$ cat src/rtl/vending_input_conditioner.sv
// rtl/vending_input_conditioner.sv - coin/accept/dispense input conditioner
// Synchronizes and debounces three raw levels, then runs a coin acceptance-window FSM.
module vending_input_conditioner #(
  parameter int DB_CYCLES  = 4,
  parameter int WIN_CYCLES = 8
) (
  input  logic       clk,
  input  logic       rst_n,
  input  logic       ena,
  input  logic       raw_m,
  input  logic       raw_a,
  input  logic       raw_d,
  output logic       coin_ok,
  output logic       coin_rej,
  output logic       disp_req,
  output logic       busy,
  output logic [2:0] db_level
);

  localparam int CW = $clog2(DB_CYCLES + 1);
  localparam logic [CW-1:0] DB_LAST  = CW'(DB_CYCLES - 1);
  localparam logic [7:0]    WIN_LOAD = 8'(WIN_CYCLES);

  typedef enum logic {IDLE, WAIT_ACC} state_t;

  // Channel order everywhere: bit 0 = coin sensor, 1 = accepted, 2 = dispense.
  logic [2:0]    raw;
  logic [2:0]    sync1, sync2;
  logic [2:0]    db;
  logic [2:0]    pulse;
  logic [CW-1:0] cnt [3];

  state_t     state, state_n;
  logic [7:0] win_cnt, win_n;
  logic       pending, pend_n;
  logic       ok_n, rej_n, disp_n;
  logic       m_p, a_p, d_p;

  assign raw      = {raw_d, raw_a, raw_m};
  assign m_p      = pulse[0];
  assign a_p      = pulse[1];
  assign d_p      = pulse[2];
  assign db_level = db;

  always_ff @(posedge clk or negedge rst_n) begin
    if (!rst_n) begin
      sync1 <= '0;
      sync2 <= '0;
    end else begin
      sync1 <= raw;
      sync2 <= sync1;
    end
  end

  // The rising-edge pulse is registered on the same edge the debounced level flips.
  always_ff @(posedge clk or negedge rst_n) begin
    if (!rst_n) begin
      db    <= '0;
      pulse <= '0;
      for (int i = 0; i < 3; i++) cnt[i] <= '0;
    end else begin
      for (int i = 0; i < 3; i++) begin
        pulse[i] <= 1'b0;
        if (sync2[i] != db[i]) begin
          if (cnt[i] == DB_LAST) begin
            db[i]    <= sync2[i];
            cnt[i]   <= '0;
            pulse[i] <= sync2[i];
          end else begin
            cnt[i] <= cnt[i] + 1'b1;
          end
        end else begin
          cnt[i] <= '0;
        end
      end
    end
  end

  always_comb begin
    state_n = state;
    win_n   = win_cnt;
    pend_n  = pending;
    ok_n    = 1'b0;
    rej_n   = 1'b0;
    disp_n  = 1'b0;
    if (ena) begin
      case (state)
        IDLE: begin
          disp_n = d_p | pending;
          pend_n = 1'b0;
          if (m_p) begin
            state_n = WAIT_ACC;
            win_n   = WIN_LOAD;
          end
        end
        WAIT_ACC: begin
          if (d_p) pend_n = 1'b1;
          if (a_p) begin
            ok_n = 1'b1;
            if (m_p) win_n = WIN_LOAD;
            else     state_n = IDLE;
          end else if (m_p) begin
            // A new coin retires the unconfirmed old one and restarts the window.
            rej_n = 1'b1;
            win_n = WIN_LOAD;
          end else if (win_cnt == 8'd0) begin
            rej_n   = 1'b1;
            state_n = IDLE;
          end else begin
            win_n = win_cnt - 8'd1;
          end
        end
        default: state_n = IDLE;
      endcase
    end
  end

  always_ff @(posedge clk or negedge rst_n) begin
    if (!rst_n) begin
      state    <= IDLE;
      win_cnt  <= '0;
      pending  <= 1'b0;
      coin_ok  <= 1'b0;
      coin_rej <= 1'b0;
      disp_req <= 1'b0;
      busy     <= 1'b0;
    end else begin
      state    <= state_n;
      win_cnt  <= win_n;
      pending  <= pend_n;
      coin_ok  <= ok_n;
      coin_rej <= rej_n;
      disp_req <= disp_n;
      busy     <= (state_n == WAIT_ACC);
    end
  end

endmodule

$ cat config.mk
export PLATFORM = sky130hd
export DESIGN_NAME = vending_input_conditioner
export DESIGN_NICKNAME = d
export VERILOG_FILES = /design/src/rtl/vending_input_conditioner.sv
export SDC_FILE = /design/constraint.sdc
export NUM_CORES = 1
export LEC_CHECK = 0
export CORE_MARGIN = 2
export CORE_UTILIZATION = 33
export CTS_CLUSTER_DIAMETER = 60
export DETAILED_ROUTE_END_ITERATION = 12
export HOLD_SLACK_MARGIN = 0.15
export PLACE_DENSITY = 0.52
export RECOVER_POWER = 50
export SLEW_MARGIN = 20
export SYNTH_ARGS = -nofsm -noshare
export SYNTH_HDL_FRONTEND = slang
export SYNTH_SLANG_ARGS = --single-unit
$ cat constraint.sdc
create_clock -name clk -period 3.5 [get_ports clk]
set_clock_uncertainty 0.2 [all_clocks]
set_input_delay 0.525 -clock clk [delete_from_list [all_inputs] [get_ports clk]]
set_output_delay 0.525 -clock clk [all_outputs]
set_load 0.1 [all_outputs]
; Word level (Yosys, flattened, before mapping)
; Index checks and enable logic that the tools add are counted.
[word_totals]
in_bits = 6
elab_cells = 69
regBits = 34
[op_classes]
mux = 34
n_bitwise = 2
n_addsub = 4
n_eq_ne = 8
n_reduce_logical = 6
[ops]
columns = op, count
row1 = 8-bit two-way mux, 4
row2 = 1-bit two-way mux, 21
row3 = 3-bit two-way mux, 6
row4 = 8-bit case mux with 2 select lines, 1
row5 = 2-bit AND reduction, 5
row6 = "3-bit by 1-bit adder with 3-bit output, second input constant", 3
row7 = "3-bit by 2-bit == test with 1-bit output, second input constant", 3
row8 = 8-bit zero test, 1
row9 = "8-bit by 1-bit subtractor with 8-bit output, second input constant", 1
row10 = "4-bit inequality test, second input constant", 1
row11 = 1-bit case mux with 2 select lines, 2
row12 = 1-bit inequality test, 3
row13 = "2-bit inequality test, second input constant", 1
row14 = 1-bit inverter, 1
row15 = 1-bit OR, 1

; Logic depth before layout (Yosys ltp)
; Gate-level depths: netlist of run 1.
[logic_depth]
depth_word = 6
ltp_mapped = 6
ltp_nobuf = 6

; Worst setup path after synthesis of run 1
; Ideal clock, no wire load.
[synth_timing]
path_kind = reg2reg
start = register state
end = register win_cnt[6]
setup_slack_ps = 1313
required_time_ps = 3235
synth_period_minus_slack_ps = 2187
path_buffers = 0
stages_incl_launch_ff = 5
arrival_ps = 1922
cell_sequence = dfrtp_1 and4bb_2 nand2_1 or4b_1 nand2_1
[synth_between]
elab_chain_cells = 2
elab_cells_between_ends = 4
classes_between = eq/ne: 1 / mux: 1 / bitwise: 1 / reduce/logical: 1
[synth_rtl]
columns = element, line_no
row1 = "start, declared", 33  ; state_t state, state_n;
row2 = "start signal, assigned", 128  ; state <= state_n;
row3 = 4-bit inequality test (no source line) or 1-bit inverter (tied branches), n/a
row4 = 2-bit AND reduction (no source line) or 8-bit case mux with 2 select lines (tied branches), n/a
row5 = "end signal, assigned", 129  ; win_cnt <= win_n;
row6 = "end, declared", 34  ; logic [7:0] win_cnt, win_n;
; Several ways; a longest one is shown, not always the timed one.
; A chain may end at the register's enable or synchronous reset.

; Worst setup path in the final report of run 1
[layout_timing]
start = register db[2], in the netlist db_level[2]
end = output db_level[2]
[layout_lines]
columns = element, line_no
row1 = "start, declared", 29  ; logic [2:0] db;
row2 = "start signal, assigned by index", 66  ; db[i] <= sync2[i];
row3 = "end, declared", 17  ; output logic [2:0] db_level
; No word-level cell between the ends.

==> run metrics, run 1 <==
status finished, violations left; failing checks max-capacitance violations, max-slew violations; Mean Syn Cell Area between 10 and 15 um2; ant diodes 0; wire length per cell roughly 12 um; initial antenna violation count 0; critical hold path startpoint sync1[0]$_DFF_PN0_; Port Buffers 12; GRT Total Usage 0.104; largest net degree at the start of global routing 35; Endpoint, Worst Hold sync2[0]$_DFF_PN0_; worst path bufs/invs 1; Power per Cell Area approximately 770 nW/um2; Yosys Warn Count 0; top post-synthesis cells by area dfrtp_1 58%, ha_1 4.3%, nand2_1 2.6%; Skew-Pair Late Insertion Delay roughly 270 ps; CP peak stage delay between 1000 and 1500 ps; RSZ-0062 raised after global routing no; Crit-path slowest cell clkdlybuf4s50_1; nets roughly 150; htree depth 2; critical path class reg -> out; Clock Sinks 34; Chip Width roughly 71 um; top-area cell type share of the netlist area 0.580; global-route wire length before repair slightly above 4000 um; syn nets approximately 130; Post-DP HPWL 1710 um; share of cells above drive strength 1 0.137; CP Launch Type flip-flop; ANT nets after route 0; Post-CTS Hold Fix Bufs 0; arrival time worst endpoint roughly 1800 ps; Synth Instances 120; CTS max path bufs 2; Tmin final about 2500 ps; Die H roughly 71 um; Post-Syn Area 1470 um2; Worst Setup End Kind output port; R2R setup slack around 1600 ps; Hold WC Path Type reg -> reg; max-slew violation count 35; post-CTS setup buffer count 0; Num CTS Buffers 5; R2R Path End win_cnt[5]$_DFFE_PN0P_; Slew HR -0.160; synthesis-to-layout area growth 18.1%; total grt overflow 0; worst reg2reg path startpoint win_cnt[0]$_DFFE_PN0P_; Avg Vias per Cell about 4.9; Leak about 0.83 nW; final worst path period share 0.722; maximum vdd ir drop about 0.00053 V; Rows 24; CTS resizes 0; post-synth top area cell dfrtp_1; crit-path cells clkdlybuf4s50_1; Critical Path RT between 2000 and 3000 ps; Fmax 395 MHz; DRT Pass-1 Iters 6; die area 5000 um2; Unique masters post-synth 35; clock-pin slew on the worst setup and hold paths ~60 ps; filler instances 438; Setup TNS Final 0 ps; final setup violating endpoints 0; CTS root buf clkbuf_8; Max Cap Violations 1; FF+latch count, synth 34; starting density of the core 0.339; via count around 950; sequential area share after synthesis 0.580; Hold Crit Depth 0; CP max FO 4; measured slew at the worst slew-check pin 1740 ps; Final Hold Fails 0; Residual DRC 0; Finished Layout Cells 191; Initial DRC Count 40; placed cell count approximately 180; CP delay by family, top buffers and inverters; core box area roughly 4300 um2; total wire length between 2000 and 2500 um; GPL Wtd Cong around 0.87; number of global-route vias before repair between 900 and 1000; CTS tree built; io pins 13; Reg2Reg Depth 6
-- state kept, by name, summed over array words and instances, names as in the netlist --
name	flops
state	1
db_level	3
pending	1
pulse	3
coin_ok	1
sync2	3
win_cnt	8
cnt	9
disp_req	1
sync1	3
coin_rej	1
-- metrics by stage --
stage	setup WS [ps]	area (um2)	hold slack (ps)	util	power, W
floorplan	1310	1470	29.4	-	0.000940
global placement	1170	1650	133	0.380	0.00105
detailed placement	1100	1650	136	0.380	0.00105
CTS	955	1740	157	0.402	0.00135
global route	685	1730	161	0.401	0.00141
finish	971	1730	154	0.401	0.00133
-- Yosys cell counts --
cell	number
a32o_1	1
nand2_4	1
nand2b_1	2
nand3_1	3
nor4b_4	1
a41oi_1	1
nor3_1	6
o2bb2ai_1	1
and2b_1	1
ha_1	5
and3b_1	3
nor2b_1	4
o311ai_0	2
and4_1	1
or4b_1	1
nand2_1	10
a211o_2	1
a21boi_0	1
a21o_1	1
nor4_4	1
and4bb_2	1
nor2_1	4
mux2i_1	2
dfrtp_1	34
a21oi_1	5
xnor2_1	3
nor3b_1	5
nor3b_2	1
mux2_2	3
o21ai_0	2
a211oi_1	1
nand4_1	3
clkbuf_1	2
inv_1	6
and3_1	1
-- cell usage in the layout (no fill, tap or decap), types with 2 or more instances in the layout --
cell type | netlist | layout
nand3_1 | 3 | 3
a21oi_1 | 5 | 5
clkbuf_1 | 2 | 2
buf_4 | 0 | 3
nand4_1 | 3 | 3
nor3_1 | 6 | 6
o21ai_0 | 2 | 2
inv_1 | 6 | 6
and3b_1 | 3 | 3
ha_1 | 5 | 5
clkbuf_8 | 0 | 6
dlygate4sd3_1 | 0 | 4
nand2_1 | 10 | 10
mux2_2 | 3 | 3
clkdlybuf4s50_1 | 0 | 5
nand2b_1 | 2 | 2
dfrtp_1 | 34 | 34
mux2i_1 | 2 | 2
nor2_1 | 4 | 4
nor2b_1 | 4 | 4
nor3b_1 | 5 | 5
o311ai_0 | 2 | 2
xnor2_1 | 3 | 3
-- routing by layer --
layer	wire (um)	track usage	up-vias	share of wire
li1	-	-	464	-
met1	1130	0.129	465	0.48
met2	1090	0.169	14	0.47
met3	103	0.0370	2	0.044
met4	12	0.0377	0	0.0051
met5	0	0	-	0
-- power breakdown --
part / switching [W] / internal (W) / total (W)
clock: 0.000128 / 0.000158 / 0.000286
sequential: 0.0000925 / 0.000481 / 0.000573
combinational: 0.000307 / 0.000161 / 0.000469
total: 0.000528 / 0.000801 / 0.00133
-- cells by family (layout without fill, tap and decap cells) --
| family | after synthesis | count (layout) | synth area share |
|---|---|---|---|
| flip-flops | 34 | 34 | 0.580 |
| AND/OR/NAND/NOR | 49 | 49 | 0.226 |
| adder cells (fa/ha/maj) | 5 | 5 | 0.0426 |
| AO/OA/AOI/OAI | 16 | 16 | 0.0767 |
| buffers and inverters | 8 | 27 | 0.0205 |
| XOR/XNOR | 3 | 3 | 0.0179 |
| multiplexers | 5 | 5 | 0.0367 |
-- cell type report --
| class | count | area (um2) | share of cell area |
|---|---|---|---|
| timing repair buffer | 13 | 116 | 0.0671 |
| inverter | 6 | 22.5 | 0.0130 |
| tap | 52 | 65.1 | 0.0375 |
| clock inverter | 1 | 5.00 | 0.00289 |
| clock buffer | 7 | 86.3 | 0.0498 |
| multi-input combinational | 78 | 587 | 0.339 |
| sequential | 34 | 851 | 0.491 |
-- how the worst max path moves through the flow --
| stage | from | to | slack, ps | cells after the start |
|---|---|---|---|---|
| 2_1_floorplan | state$_DFFE_PN0P_ | win_cnt[6]$_DFFE_PN0P_ | 1310 | 4 |
| 3_3_place_gp | ena | win_cnt[6]$_DFFE_PN0P_ | 1170 | 5 |
| 3_5_place_dp | ena | win_cnt[6]$_DFFE_PN0P_ | 1100 | 5 |
| 4_1_cts | db_level[2]$_DFFE_PN0P_ | db_level[2] | 950 | 1 |
| 5_1_grt | rst_n | sync2[0]$_DFF_PN0_ | 680 | 2 |
| 6_report | db_level[2]$_DFFE_PN0P_ | db_level[2] | 970 | 1 |
No activity file was read; power rests on OpenSTA's default activity.
==> run 2, diff against run 1 <==
==> constraint.sdc (replaced) <==
create_clock -name clk -period 2.4 [get_ports clk]
set_clock_uncertainty 0.2 [all_clocks]
set_input_delay 0.36 -clock clk [delete_from_list [all_inputs] [get_ports clk]]
set_output_delay 0.36 -clock clk [all_outputs]
set_load 0.1 [all_outputs]
==> run 2 against run 1 <==
The run now ends clean. Worst setup slack worse by 510 ps. Non-clock buffer count is 1 higher. Utilization is 0.058 points higher. Power up 48%. Register-to-register slack lost 1100 ps. Sequential cell count did not move. Combinational power is 46% higher. Via count up 2.2%. Largest cell class unchanged.
==> run metrics, run 2 (synthesis gave the netlist of run 1 again) <==
Crit-path slowest cell dfrtp_1; Skew-Pair Late Insertion Delay 290 ps (+20 ps); CTS tree built; global-route wire length before repair 4400 um (+6.7%); core box area 4320 um2 (unchanged); Tmin final a little under 2000 ps; CP Launch Type flip-flop; Residual DRC 0 (unchanged); final worst path period share 0.806; worst path bufs/invs 1 (unchanged); CP max FO 5 (+1); Port Buffers 12 (unchanged); total wire length 2500 um (+6.5%); clock-pin slew on the worst setup and hold paths 70 ps (about the same); CTS max path bufs 2 (unchanged); NetSw 0.000798 W (+51%); final setup violating endpoints 0 (unchanged); Top reg by flops cnt; switch share 0.407 (+0.00930); share of cells above drive strength 1 0.186 (+0.0490); Clock Sinks 34 (unchanged); dpl cell area 1640 um2 (-0.15%); htree depth 2 (unchanged); R2R setup slack 470 ps (-1120 ps); maximum vdd ir drop 0.000579 V (+9.1%); nets 150 (+0.67%); Endpoint, Worst Hold sync2[2]$_DFF_PN0_; Num CTS Buffers 5 (unchanged); Reg2Reg Depth 6 (unchanged); biggest regs cnt (9), win_cnt (8); ANT nets after route 0 (unchanged); internal cell power 0.00117 W (+46%); post-CTS setup buffer count 0 (unchanged); DRT Pass-1 Iters 4 (-2); Critical Path RT 2400 ps (-370 ps); filler instances 423 (-3.4%); die area 5000 um2 (unchanged); Storage cell area 851 um2 (unchanged); Rows 24 (unchanged); GRT Total Usage 0.116 (+0.0115); RSZ-0062 raised after global routing no; Avg Vias per Cell 5.03 (+1.7%); number of global-route vias before repair 979 (+0.41%); Worst Setup End Kind flip-flop; CTS root buf clkbuf_8; Die H 70.7 um (unchanged); multi-input logic area 587 um2 (unchanged); Leak 0.842 nW (+1.7%); Final Hold Fails 0 (unchanged); io pins 13 (unchanged); max-slew violation count 0 (-100%); CTS resizes 0 (unchanged); total grt overflow 0 (unchanged); GPL Wtd Cong 0.857 (-2.0%); critical path class reg -> reg; Power per Cell Area 1130 nW/um2 (+48%); Chip Width 70.7 um (unchanged); arrival time worst endpoint 1940 ps (+140 ps); most frequent cells in the layout 34 x dfrtp_1, 10 x nand2_1, 8 x buf_4; initial antenna violation count 0 (unchanged); Initial DRC Count 61 (+53%); part of the power in registers 0.427 (-0.005); Setup TNS Final 0 ps (unchanged); Post-DP HPWL 1760 um (+3.0%); combinational share of power 0.350 (-0.003); status complete, no violations; Hold WC Path Type reg -> reg; Slew HR 0.436 (+0.596); R2R Path End win_cnt[5]$_DFFE_PN0P_; largest net degree at the start of global routing 35 (unchanged); Hold Crit Depth 0 (unchanged); crit-path cells inv_1 -> ha_1 -> nor3b_2 -> nand4_1 -> nand4_1 -> mux2i_1; max reg flops 9 (unchanged); starting density of the core 0.339 (unchanged); wire length per cell 13.0 um (+6.0%); Worst path most repeated cell nand4_1; Fmax 517 MHz; Max Cap Violations 0 (-1); most common cell after layout, fill and taps aside dfrtp_1; Design Area, Final 1740 um2 (+0.14%); Post-CTS Hold Fix Bufs 0 (unchanged); synthesis-to-layout area growth 18.2%; clock share of power 0.223 (+0.008); CP peak stage delay 450 ps (-700 ps); critical hold path startpoint sync1[2]$_DFF_PN0_; ant diodes 0 (unchanged); worst reg2reg path startpoint win_cnt[0]$_DFFE_PN0P_; measured slew at the worst slew-check pin 846 ps (-894 ps); CP delay by family, top simple AND/OR/NAND/NOR gates; via count 966 (+2.2%)
[run 2: changes by cell type in the layout (fill, tap and decap cells not counted), sizes merged]
cell / delta
buf: +5
clkdlybuf4s50: -4
clkinvlp: +1
clkbuf: -1
[run 2: power groups by stage]
stage	registers, W	logic, W	clock network, W
floorplan	0.00107	0.000298	0
global placement	0.000844	0.000683	0
detailed placement	0.000850	0.000695	0
CTS	0.000840	0.000699	0.000458
global route	0.000862	0.000740	0.000491
finish	0.000839	0.000687	0.000438
[run 2: stage by stage]
stage               utilization  power, W  hold WS, ps  std cells  setup slack, ps
floorplan                     -   0.00137         -136        120              213
global placement          0.380   0.00153          132        184              520
detailed placement        0.380   0.00154          136        184              474
CTS                       0.402   0.00200          152        192              440
global route              0.401   0.00209          163        192              333
finish                    0.401   0.00196          149        192              465
[run 2: how the worst max path moves through the flow]
stage	start	to	slack (ps)	cells after the start
5_1_grt	win_cnt[0]$_DFFE_PN0P_	win_cnt[5]$_DFFE_PN0P_	330	6
2_1_floorplan	state$_DFFE_PN0P_	win_cnt[6]$_DFFE_PN0P_	210	4
3_3_place_gp	ena	win_cnt[6]$_DFFE_PN0P_	520	5
6_report	win_cnt[0]$_DFFE_PN0P_	win_cnt[5]$_DFFE_PN0P_	470	6
3_5_place_dp	win_cnt[0]$_DFFE_PN0P_	win_cnt[5]$_DFFE_PN0P_	470	6
4_1_cts	win_cnt[0]$_DFFE_PN0P_	win_cnt[5]$_DFFE_PN0P_	440	6
[run 2: layout make-up]
cell class | instances | share of cell area
clock buffers | 6 | 0.0476
clock inverters | 2 | 0.00721
inverters | 6 | 0.0130
multi-input cells | 78 | 0.338
flip-flops and latches | 34 | 0.490
well taps | 52 | 0.0375
repair buffers | 14 | 0.0663
[run 2: layer usage]
layer	GRT usage	share of wire	vias to the layer above
met5	0	0	-
met3	0.0484	0.059	8
met2	0.179	0.46	24
li1	-	-	465
met1	0.143	0.46	469
met4	0.0503	0.020	0
[run 2: worst register-to-register path, stage by stage, from the launching register on]
cell and delay [ps]:
dfrtp_1 450, inv_1 110, ha_1 130, nor3b_2 420
nand4_1 190, nand4_1 150, mux2i_1 210
